==> config.mk <==
export PLATFORM = sky130hd
export DESIGN_NAME = instr_encoder
export DESIGN_NICKNAME = d
export VERILOG_FILES = /design/src/rtl/instr_enc_pkg.sv /design/src/rtl/instr_enc_fmt.sv /design/src/rtl/instr_encoder.sv
export SDC_FILE = /design/constraint.sdc
export NUM_CORES = 1
export LEC_CHECK = 0
export CAP_MARGIN = 20
export CORE_MARGIN = 5
export CORE_UTILIZATION = 50
export CTS_CLUSTER_SIZE = 10
export DETAILED_ROUTE_END_ITERATION = 6
export GPL_TIMING_DRIVEN = 0
export PLACE_DENSITY_LB_ADDON = 0.12
export SLEW_MARGIN = 20
export SYNTH_ARGS = -nofsm -noshare
export SYNTH_HDL_FRONTEND = slang
export SYNTH_SLANG_ARGS = --single-unit
==> constraint.sdc <==
create_clock -name clk -period 3.4 [get_ports clk]
set_clock_uncertainty 0.15 [all_clocks]
set_input_delay 0.68 -clock clk [delete_from_list [all_inputs] [get_ports clk]]
set_output_delay 0.68 -clock clk [all_outputs]
set_load 0.01 [all_outputs]
==> src/rtl/instr_enc_pkg.sv <==
// Shared types and opcode constants for the RV32I instruction encoder.
package instr_enc_pkg;

    localparam int unsigned WORD_W = 32;

    localparam logic [6:0] OP_R      = 7'b0110011;
    localparam logic [6:0] OP_LOAD   = 7'b0000011;
    localparam logic [6:0] OP_ALUI   = 7'b0010011;
    localparam logic [6:0] OP_STORE  = 7'b0100011;
    localparam logic [6:0] OP_BRANCH = 7'b1100011;

    typedef enum logic [2:0] {
        KIND_R      = 3'd0,
        KIND_LOAD   = 3'd1,
        KIND_ALUI   = 3'd2,
        KIND_STORE  = 3'd3,
        KIND_BRANCH = 3'd4
    } enc_kind_e;

    typedef enum logic [1:0] {
        ST_IDLE = 2'd0,
        ST_RUN  = 2'd1,
        ST_FULL = 2'd2,
        ST_ERR  = 2'd3
    } enc_state_e;

    typedef struct packed {
        enc_kind_e   kind;
        logic [2:0]  funct3;
        logic [6:0]  funct7;
        logic [4:0]  rd;
        logic [4:0]  rs1;
        logic [4:0]  rs2;
        logic [12:0] imm;
    } enc_req_t;

endpackage

==> src/rtl/instr_enc_fmt.sv <==
// Combinational packing of one request into an RV32I word plus a legality flag.
// Legality checks are compiled in only when INSTR_ENC_CHECK_EN is defined.
module instr_enc_fmt
    import instr_enc_pkg::*;
(
    input  enc_req_t           req,
    output logic [WORD_W-1:0]  word_c,
    output logic               legal_c
);

    always_comb begin
        word_c  = '0;
        legal_c = 1'b1;
        case (req.kind)
            KIND_LOAD:   word_c = {req.imm[11:0], req.rs1, req.funct3, req.rd, OP_LOAD};
            KIND_ALUI:   word_c = {req.imm[11:0], req.rs1, req.funct3, req.rd, OP_ALUI};
            KIND_STORE:  word_c = {req.imm[11:5], req.rs2, req.rs1, req.funct3, req.imm[4:0], OP_STORE};
            KIND_BRANCH: word_c = {req.imm[12], req.imm[10:5], req.rs2, req.rs1, req.funct3,
                                   req.imm[4:1], req.imm[11], OP_BRANCH};
            default:     word_c = {req.funct7, req.rs2, req.rs1, req.funct3, req.rd, OP_R};
        endcase
`ifdef INSTR_ENC_CHECK_EN
        // 12-bit immediates must sign-extend cleanly; branch offsets must be even.
        case (req.kind)
            KIND_R:                           legal_c = 1'b1;
            KIND_LOAD, KIND_ALUI, KIND_STORE: legal_c = (req.imm[12] == req.imm[11]);
            KIND_BRANCH:                      legal_c = !req.imm[0];
            default:                          legal_c = 1'b0;
        endcase
`endif
    end

endmodule

==> src/rtl/instr_encoder.sv <==
// Request stream -> RV32I words written sequentially into imem (two-stage pipeline).
// Define INSTR_ENC_CHECK_EN to reject illegal requests and raise the sticky err flag.
module instr_encoder
    import instr_enc_pkg::*;
#(
    parameter int unsigned ADDR_W    = 8,
    parameter int unsigned BASE_ADDR = 0
) (
    input  logic              clk,
    input  logic              rst_n,
    input  logic              start,
    input  logic              req_valid,
    output logic              req_ready,
    input  logic [2:0]        req_kind,
    input  logic [2:0]        req_funct3,
    input  logic [6:0]        req_funct7,
    input  logic [4:0]        req_rd,
    input  logic [4:0]        req_rs1,
    input  logic [4:0]        req_rs2,
    input  logic [12:0]       req_imm,
    output logic              imem_we,
    output logic [ADDR_W-1:0] imem_addr,
    output logic [31:0]       imem_wdata,
    output logic [ADDR_W:0]   count,
    output logic              full,
    output logic              err
);

    localparam int unsigned CNT_W = ADDR_W + 1;
    localparam logic [CNT_W-1:0] CAP = CNT_W'(1) << ADDR_W;

    enc_state_e        state_q, state_d;
    logic              s1_valid_q, s1_valid_d;
    enc_req_t          s1_req_q, s1_req_d;
    logic [CNT_W-1:0]  alloc_q, alloc_d;
    logic [CNT_W-1:0]  count_q, count_d;
    logic              we_q, we_d;
    logic [ADDR_W-1:0] addr_q, addr_d;
    logic [WORD_W-1:0] wdata_q, wdata_d;
    logic              full_q, full_d;
    logic              err_q, err_d;

    logic [WORD_W-1:0] fmt_word;
    logic              fmt_legal;
    logic              s1_bad;
    logic              accept;

    instr_enc_fmt u_fmt (
        .req     (s1_req_q),
        .word_c  (fmt_word),
        .legal_c (fmt_legal)
    );

    // alloc tracks words written plus in flight, so capacity is never oversubscribed.
    assign s1_bad    = s1_valid_q && !fmt_legal;
    assign req_ready = (state_q == ST_RUN) && !start && (alloc_q < CAP) && !s1_bad;
    assign accept    = req_valid && req_ready;

    always_comb begin
        state_d    = state_q;
        s1_valid_d = accept;
        s1_req_d   = s1_req_q;
        alloc_d    = alloc_q + CNT_W'(accept);
        count_d    = count_q;
        we_d       = 1'b0;
        addr_d     = addr_q;
        wdata_d    = wdata_q;
        full_d     = full_q;
        err_d      = err_q;

        if (accept) begin
            s1_req_d = '{kind: enc_kind_e'(req_kind), funct3: req_funct3, funct7: req_funct7,
                         rd: req_rd, rs1: req_rs1, rs2: req_rs2, imm: req_imm};
        end

        if (s1_valid_q && fmt_legal) begin
            we_d    = 1'b1;
            addr_d  = ADDR_W'(BASE_ADDR) + count_q[ADDR_W-1:0];
            wdata_d = fmt_word;
            count_d = count_q + CNT_W'(1);
            if (count_q + CNT_W'(1) == CAP) begin
                full_d = 1'b1;
            end
        end
`ifdef INSTR_ENC_CHECK_EN
        if (s1_bad) begin
            err_d = 1'b1;
        end
`endif

        case (state_q)
            ST_RUN: begin
                if (s1_bad) begin
                    state_d = ST_ERR;
                end else if (alloc_d == CAP) begin
                    state_d = ST_FULL;
                end
            end
            default: state_d = state_q;
        endcase

        // start flushes the pipeline and rewinds the write pointer.
        if (start) begin
            state_d    = ST_RUN;
            s1_valid_d = 1'b0;
            we_d       = 1'b0;
            alloc_d    = '0;
            count_d    = '0;
            full_d     = 1'b0;
            err_d      = 1'b0;
        end
    end

    always_ff @(posedge clk or negedge rst_n) begin
        if (!rst_n) begin
            state_q    <= ST_IDLE;
            s1_valid_q <= 1'b0;
            s1_req_q   <= '0;
            alloc_q    <= '0;
            count_q    <= '0;
            we_q       <= 1'b0;
            addr_q     <= '0;
            wdata_q    <= '0;
            full_q     <= 1'b0;
            err_q      <= 1'b0;
        end else begin
            state_q    <= state_d;
            s1_valid_q <= s1_valid_d;
            s1_req_q   <= s1_req_d;
            alloc_q    <= alloc_d;
            count_q    <= count_d;
            we_q       <= we_d;
            addr_q     <= addr_d;
            wdata_q    <= wdata_d;
            full_q     <= full_d;
            err_q      <= err_d;
        end
    end

    assign imem_we    = we_q;
    assign imem_addr  = addr_q;
    assign imem_wdata = wdata_q;
    assign count      = count_q;
    assign full       = full_q;
    assign err        = err_q;

endmodule

==> results_dict.tcl, run 1 <==
set metrics [dict create \
    drv_cap 0 \
    dr.pass1.iters 4 \
    p_sw_uw 803 \
    initial_utilization 0.506 \
    postCtsHoldBufs 0 \
    p_int_uw 2000 \
    relSlewSlack 0.565 \
    grt_antenna_before_repair 0 \
    grt_pass1_wl_um 14800 \
    core-area_um2 8640 \
    grt_overflow_total 0 \
    grt_pass1_vias 3027 \
    setup_viol_count_final 0 \
    end_kind "register" \
    setup_ws_ns 0.133 \
    rsz0062_at_grt "false" \
    drc_errors 0 \
    row_count 34 \
    areaGrowthSynthToFinish_pct 29.6 \
    cts.sinks 101 \
    clockRootBuffer "clkbuf_8" \
    wl_um 9140 \
    grt_usage 0.181 \
    detail_route.vias_per_cell 5.23 \
    crit_path_max_incr_delay_ns 0.41 \
    cts_tree "done" \
    clkPwrFrac 0.257 \
    placed_area_um2 5480 \
    die_area_um2 10700 \
    hold_viol_final 0 \
    max_freq_ghz 0.306 \
    power_uw 2800 \
    critPathMaxFanout 10 \
    wl_per_cell_um 16.3 \
    layout-drive-gt1-share 0.135 \
    slew_viol_final 0 \
    n_antenna_cell 0 \
    ys_ff_latch 101 \
    grt_max_degree 54 \
    power_density_nw_per_um2 495 \
    p_leak_uw 0.00247 \
    p_sw_frac 0.286 \
    hold_path.class "in -> async" \
    multiInputGateArea_um2 1690 \
    gp_congestion 0.789 \
    clk_pin_slew_ns 0.10 \
    post-route-util 0.655 \
    combPwrFrac 0.221 \
    ys_warn_count 0 \
    htreeDepth 3 \
    fp.dieW_um 103 \
    slowest_stage "or3b_4" \
    place_ws_ns -0.474 \
    period_minus_slack_ns 3.27 \
    vdd_drop_max_uv 319 \
    dpl.hpwl_um 6620 \
    pin_count 98 \
    seq_power_share 0.522 \
    path_common_cell "ha_1" \
    cts_resized 1 \
    syn_avg_cell_area_um2 12.8 \
    status "complete, no violations" \
    ys_types 48 \
    nFillCells 693 \
    cts_buffer_depth 2 \
    vias 2936 \
    synth_area_um2 4370 \
    fp.dieH_um 103 \
    ys_seq_area_frac 0.579 \
    fin_area_um2 5660 \
    drt_iter0_markers 79 \
    cp.required_ns 3.50 \
    post_cts_buffers 0 \
    numCtsBuffers 9 \
    max_slew.worst_pin.slew_ns 0.649 \
    io_buffer_count 94 \
    path_cells "dlygate4sd2_1 > or3b_4 > nor2_4 > nand2_2 > inv_2 > buf_6 > ha_1 > ha_1 > and3_4 > o21ai_0 > a211o_1 > o32a_1" \
    syn_inst 340 \
    regArea_um2 2530 \
    cp.arrival_ns 3.37 \
    detail-route-antenna-nets 0 \
    nets 496 \
    fin_crit_sh 0.961 \
    clkLatencyLatePin_ns 0.37 \
    worstSetupPathType "in -> reg" \
    critical_path.startpoint_type "primary input" \
]
[state kept, by name, indices dropped and copies added, names as in the netlist]
register    count
full            1
alloc_q         9
imem_we         1
imem_addr       8
s1_req_q       41
s1_valid_q      1
state_q         2
imem_wdata     29
count           9
[routing by layer]
layer	vias up	GRT usage	share of wire
met1	1461	0.237	0.44
met2	78	0.301	0.50
met5	-	0	0
met3	10	0.0463	0.052
met4	0	0.0448	0.0092
li1	1387	-	-
[power groups by stage]
stage	registers, uW	logic, uW	clock network [uW]
6_report	1460	619	720
4_1_cts	1460	632	736
3_3_place_gp	1480	611	0
5_1_grt	1480	674	794
3_5_place_dp	1480	631	0
2_1_floorplan	1500	266	0
[per-stage QoR]
step | hold slack (ns) | instances | setup TNS [ns]
global route | 0.0997 | 561 | 0
detailed placement | 0.324 | 545 | -0.910
global placement | 0.311 | 544 | -226.14
finish | 0.0764 | 561 | 0
CTS | 0.0947 | 561 | 0
floorplan | 0.234 | 342 | 0
[worst max-delay path: cells and delay by family]
family	cells	cell delay [ns]
AO/OA/AOI/OAI	3	0.75
adder cells (fa/ha/maj)	2	0.43
buffers and inverters	3	0.59
AND/OR/NAND/NOR	4	0.91
[area by class of cell]
| cell class | count | area share |
|---|---|---|
| inverters | 5 | 0.00332 |
| multi-input cells | 215 | 0.299 |
| clock buffers | 9 | 0.0219 |
| flip-flops and latches | 101 | 0.447 |
| repair buffers | 95 | 0.171 |
| well taps | 108 | 0.0239 |
| clock inverters | 7 | 0.0102 |
| plain buffers | 21 | 0.0243 |
[logic make-up (layout without fill, tap and decap cells)]
| family | Yosys count | after routing | synth area share |
|---|---|---|---|
| flops | 101 | 101 | 0.579 |
| compound gates | 35 | 35 | 0.0501 |
| buf+inv | 26 | 137 | 0.0358 |
| fa+ha+maj | 3 | 3 | 0.00859 |
| xor+xnor | 20 | 20 | 0.0418 |
| mux | 77 | 77 | 0.194 |
| other cells | 1 | 3 | 0.000859 |
| simple gates | 77 | 77 | 0.0905 |
[final timing paths]
| check | from | end | slack [ns] | cells past startpoint |
|---|---|---|---|---|
| setup / recovery | start | state_q[0] | 0.13 | 12 |
| hold / removal | rst_n | alloc_q[4] | 0.08 | 1 |
| setup reg to reg | state_q[1] | state_q[0] | 0.36 | 11 |
| hold reg to reg | s1_req_q[37] | s1_req_q[37] | 0.34 | 1 |
| max in group asynchronous | rst_n | s1_req_q[2] | 2.41 | 2 |
| min in group clk | s1_req_q[37] | s1_req_q[37] | 0.34 | 1 |
[layout by cell type (no fill, tap or decap), types with 3 or more instances in the layout]
cell	count
dfrtp_1	101
clkdlybuf4s50_1	92
mux2_1	38
nor2_1	36
mux2_2	22
a21oi_1	19
mux2i_1	17
xor2_1	13
clkbuf_8	9
clkbuf_1	8
nand3_1	8
buf_6	6
xnor2_1	6
nor2b_1	5
nand4_1	5
buf_4	5
inv_1	4
and3_1	3
and2_1	3
nand2_1	3
nor3b_1	3
a31oi_1	3
ha_1	3
conb_1	3
[Yosys cell counts, drive strengths merged]
| library cell | count | share of area |
|---|---|---|
| o32a | 1 | 0.0023 |
| o211ai | 1 | 0.0017 |
| xnor2 | 7 | 0.016 |
| nor3 | 1 | 0.0011 |
| nor2b | 5 | 0.0072 |
| a32oi | 1 | 0.0020 |
| buf | 13 | 0.025 |
| o21ai | 2 | 0.0023 |
| a211oi | 1 | 0.0017 |
| or3 | 1 | 0.0014 |
| nand4 | 5 | 0.0072 |
| nor3b | 3 | 0.0052 |
| a41o | 1 | 0.0023 |
| o21a | 1 | 0.0017 |
| ha | 3 | 0.0086 |
| nand3 | 8 | 0.0092 |
| a21o | 1 | 0.0017 |
| conb | 1 | 0.00086 |
| a211o | 1 | 0.0020 |
| or2 | 1 | 0.0014 |
| mux2i | 17 | 0.039 |
| a31oi | 3 | 0.0043 |
| or3b | 1 | 0.0026 |
| a21oi | 19 | 0.022 |
| dfrtp | 101 | 0.58 |
| o32ai | 1 | 0.0020 |
| a32o | 1 | 0.0023 |
| nor2 | 38 | 0.035 |
| clkbuf | 8 | 0.0069 |
| and4 | 1 | 0.0023 |
| and2 | 3 | 0.0043 |
| nand2b | 2 | 0.0029 |
| a2111oi | 1 | 0.0020 |
| nand2 | 4 | 0.0040 |
| inv | 5 | 0.0043 |
| mux2 | 60 | 0.15 |
| and3 | 4 | 0.0069 |
| xor2 | 13 | 0.026 |
Note: power is estimated with default switching activity, not from simulation.
==> run 2: changes to the inputs <==
Settings changed: CORE_UTILIZATION 50 to 54, CTS_CLUSTER_DIAMETER set to 150.
Clock period 3.4 ns to 3.85 ns, I/O delays scaled along.
==> run 2 against run 1 <==
Compared with the run above:
- design area up 0.69%
- combinational power shrank 11%
- utilization increased by 7.5 points
- largest cell class unchanged
- via count up 0.27%
- die area shrank 6.7%
==> results_dict.tcl, run 2 (same netlist as run 1, synthesis figures left out) <==
set metrics [dict create \
    layout-drive-gt1-share 0.135 \
    max_slew.worst_pin.slew_ns 0.605 \
    p_leak_uw 0.00249 \
    period_minus_slack_ns 3.59 \
    grt_antenna_before_repair 0 \
    regArea_um2 2530 \
    setup_viol_count_final 0 \
    path_cells "clkdlybuf4s50_1 > or3b_4 > nor2_4 > nand2_2 > inv_2 > buf_6 > ha_1 > ha_1 > and3_4 > o21ai_0 > a211o_1 > o32a_1" \
    fp.dieW_um 99.9 \
    worstSetupPathType "in -> reg" \
    clkLatencyLatePin_ns 0.37 \
    fin_area_um2 5700 \
    slowest_stage "clkdlybuf4s50_1" \
    relSlewSlack 0.597 \
    numCtsBuffers 9 \
    clk_pin_slew_ns 0.09 \
    nets 496 \
    post_cts_buffers 0 \
    gp_congestion 0.805 \
    nFillCells 575 \
    wl_per_cell_um 16.6 \
    postCtsHoldBufs 0 \
    drc_errors 0 \
    r2r-start "state_q[1]" \
    detail-route-antenna-nets 0 \
    grt_pass1_vias 3103 \
    initial_utilization 0.559 \
    fin_crit_sh 0.932 \
    grt_pass1_wl_um 15000 \
    grt_overflow_total 0 \
    status "complete, no violations" \
    row_count 32 \
    wl_met1_um 4000 \
    end_kind "register" \
    slew_viol_final 0 \
    cts.sinks 101 \
    htreeDepth 3 \
    dr.pass1.iters 4 \
    vias 2944 \
    cts_tree "done" \
    dpl.hpwl_um 6670 \
    regMostFlops "s1_req_q" \
    critical_path.startpoint_type "primary input" \
    io_buffer_count 94 \
    wl_um 9240 \
    hold_path.class "in -> async" \
    largest_reg_flops 41 \
    max_freq_ghz 0.279 \
    r2r_end "state_q[0]" \
    top_layer "met4" \
    n_antenna_cell 0 \
    critPathMaxFanout 10 \
    die_area_um2 9990 \
    pin_count 98 \
    cts_resized 0 \
    vdd_drop_max_uv 286 \
    detail_route.vias_per_cell 5.30 \
    placed_area_um2 5470 \
    final_cell_mix "dfrtp_1 (101), clkdlybuf4s50_1 (93), mux2_1 (38)" \
    critPathBufInv 3 \
    hold_viol_final 0 \
    cp.required_ns 3.95 \
    drv_cap 0 \
    power_density_nw_per_um2 456 \
    holdWs_ns 0.176 \
    r2r_cells 11 \
    drt_iter0_markers 84 \
    multiInputGateArea_um2 1690 \
    path_delay_family "simple AND/OR/NAND/NOR gates" \
    cp.arrival_ns 3.69 \
    core-area_um2 7810 \
    areaGrowthSynthToFinish_pct 30.5 \
    path_common_cell "ha_1" \
    reg2reg_slack_ns 0.81 \
    grt_max_degree 53 \
    wl_met3_um 457 \
    cts_buffer_depth 2 \
    clockRootBuffer "clkbuf_8" \
    rsz0062_at_grt "false" \
    grt_usage 0.193 \
    route.met2.wl_um 4640 \
    fp.dieH_um 99.9 \
    final_common_cell "dfrtp_1" \
    crit_path_max_incr_delay_ns 0.51 \
]
-- run 2: cell types whose count changed in the layout (fill, tap and decap cells not counted), sizes merged --
cell,change
bufinv,+2
clkdlybuf4s50,+1
clkinv,-2
clkinvlp,-1
dlygate4sd2,-1
inv,+1
-- run 2: worst max path at each step --
stage | from | end | slack [ns] | cells past startpoint
final | start | state_q[0] | 0.26 | 12
after CTS | start | state_q[0] | 0.27 | 12
after global placement | rst_n | s1_req_q[18] | -1.82 | 1
after global routing | start | state_q[0] | 0.14 | 12
after floorplan | start | state_q[0] | 0.67 | 11
after detailed placement | start | state_q[0] | -0.11 | 12
-- run 2: report_power, final --
part	switching, uW	internal (uW)	total, uW
Combinational	232	317	549
Clock	382	377	758
Sequential	85.7	1200	1290
Total	700	1900	2600
-- run 2: per-stage QoR --
step	total power, uW	setup WS (ns)	setup TNS [ns]	cells	util
after detailed placement	1870	-0.109	-0.133	539	0.701
after CTS	2620	0.274	0	555	0.730
after global placement	1850	-1.82	-184.01	538	0.697
final	2600	0.261	0	555	0.730
after global routing	2720	0.139	0	555	0.730
after floorplan	1560	0.675	0	342	-
-- run 2: cell type report --
cell class	instances	share of cell area
tap	102	0.0224
buffer	21	0.0241
timing repair buffer	95	0.170
multi-input combinational	215	0.297
clock buffer	9	0.0217
clock inverter	7	0.0180
sequential	101	0.443
inverter	5	0.00329
-- run 2: routing by layer --
| layer | vias up | track usage |
|---|---|---|
| met5 | - | 0 |
| met4 | 0 | 0.0672 |
| met3 | 13 | 0.0514 |
| met2 | 74 | 0.326 |
| met1 | 1468 | 0.241 |
| li1 | 1389 | - |
-- run 2: worst register-to-register path, delay by kind of cell (launching register included) --
kind | cells | cell delay [ns]
adder cells (fa/ha/maj) | 2 | 0.45
AND/OR/NAND/NOR | 4 | 0.88
AO/OA/AOI/OAI | 3 | 0.76
flip-flops | 1 | 0.39
buffers and inverters | 2 | 0.31
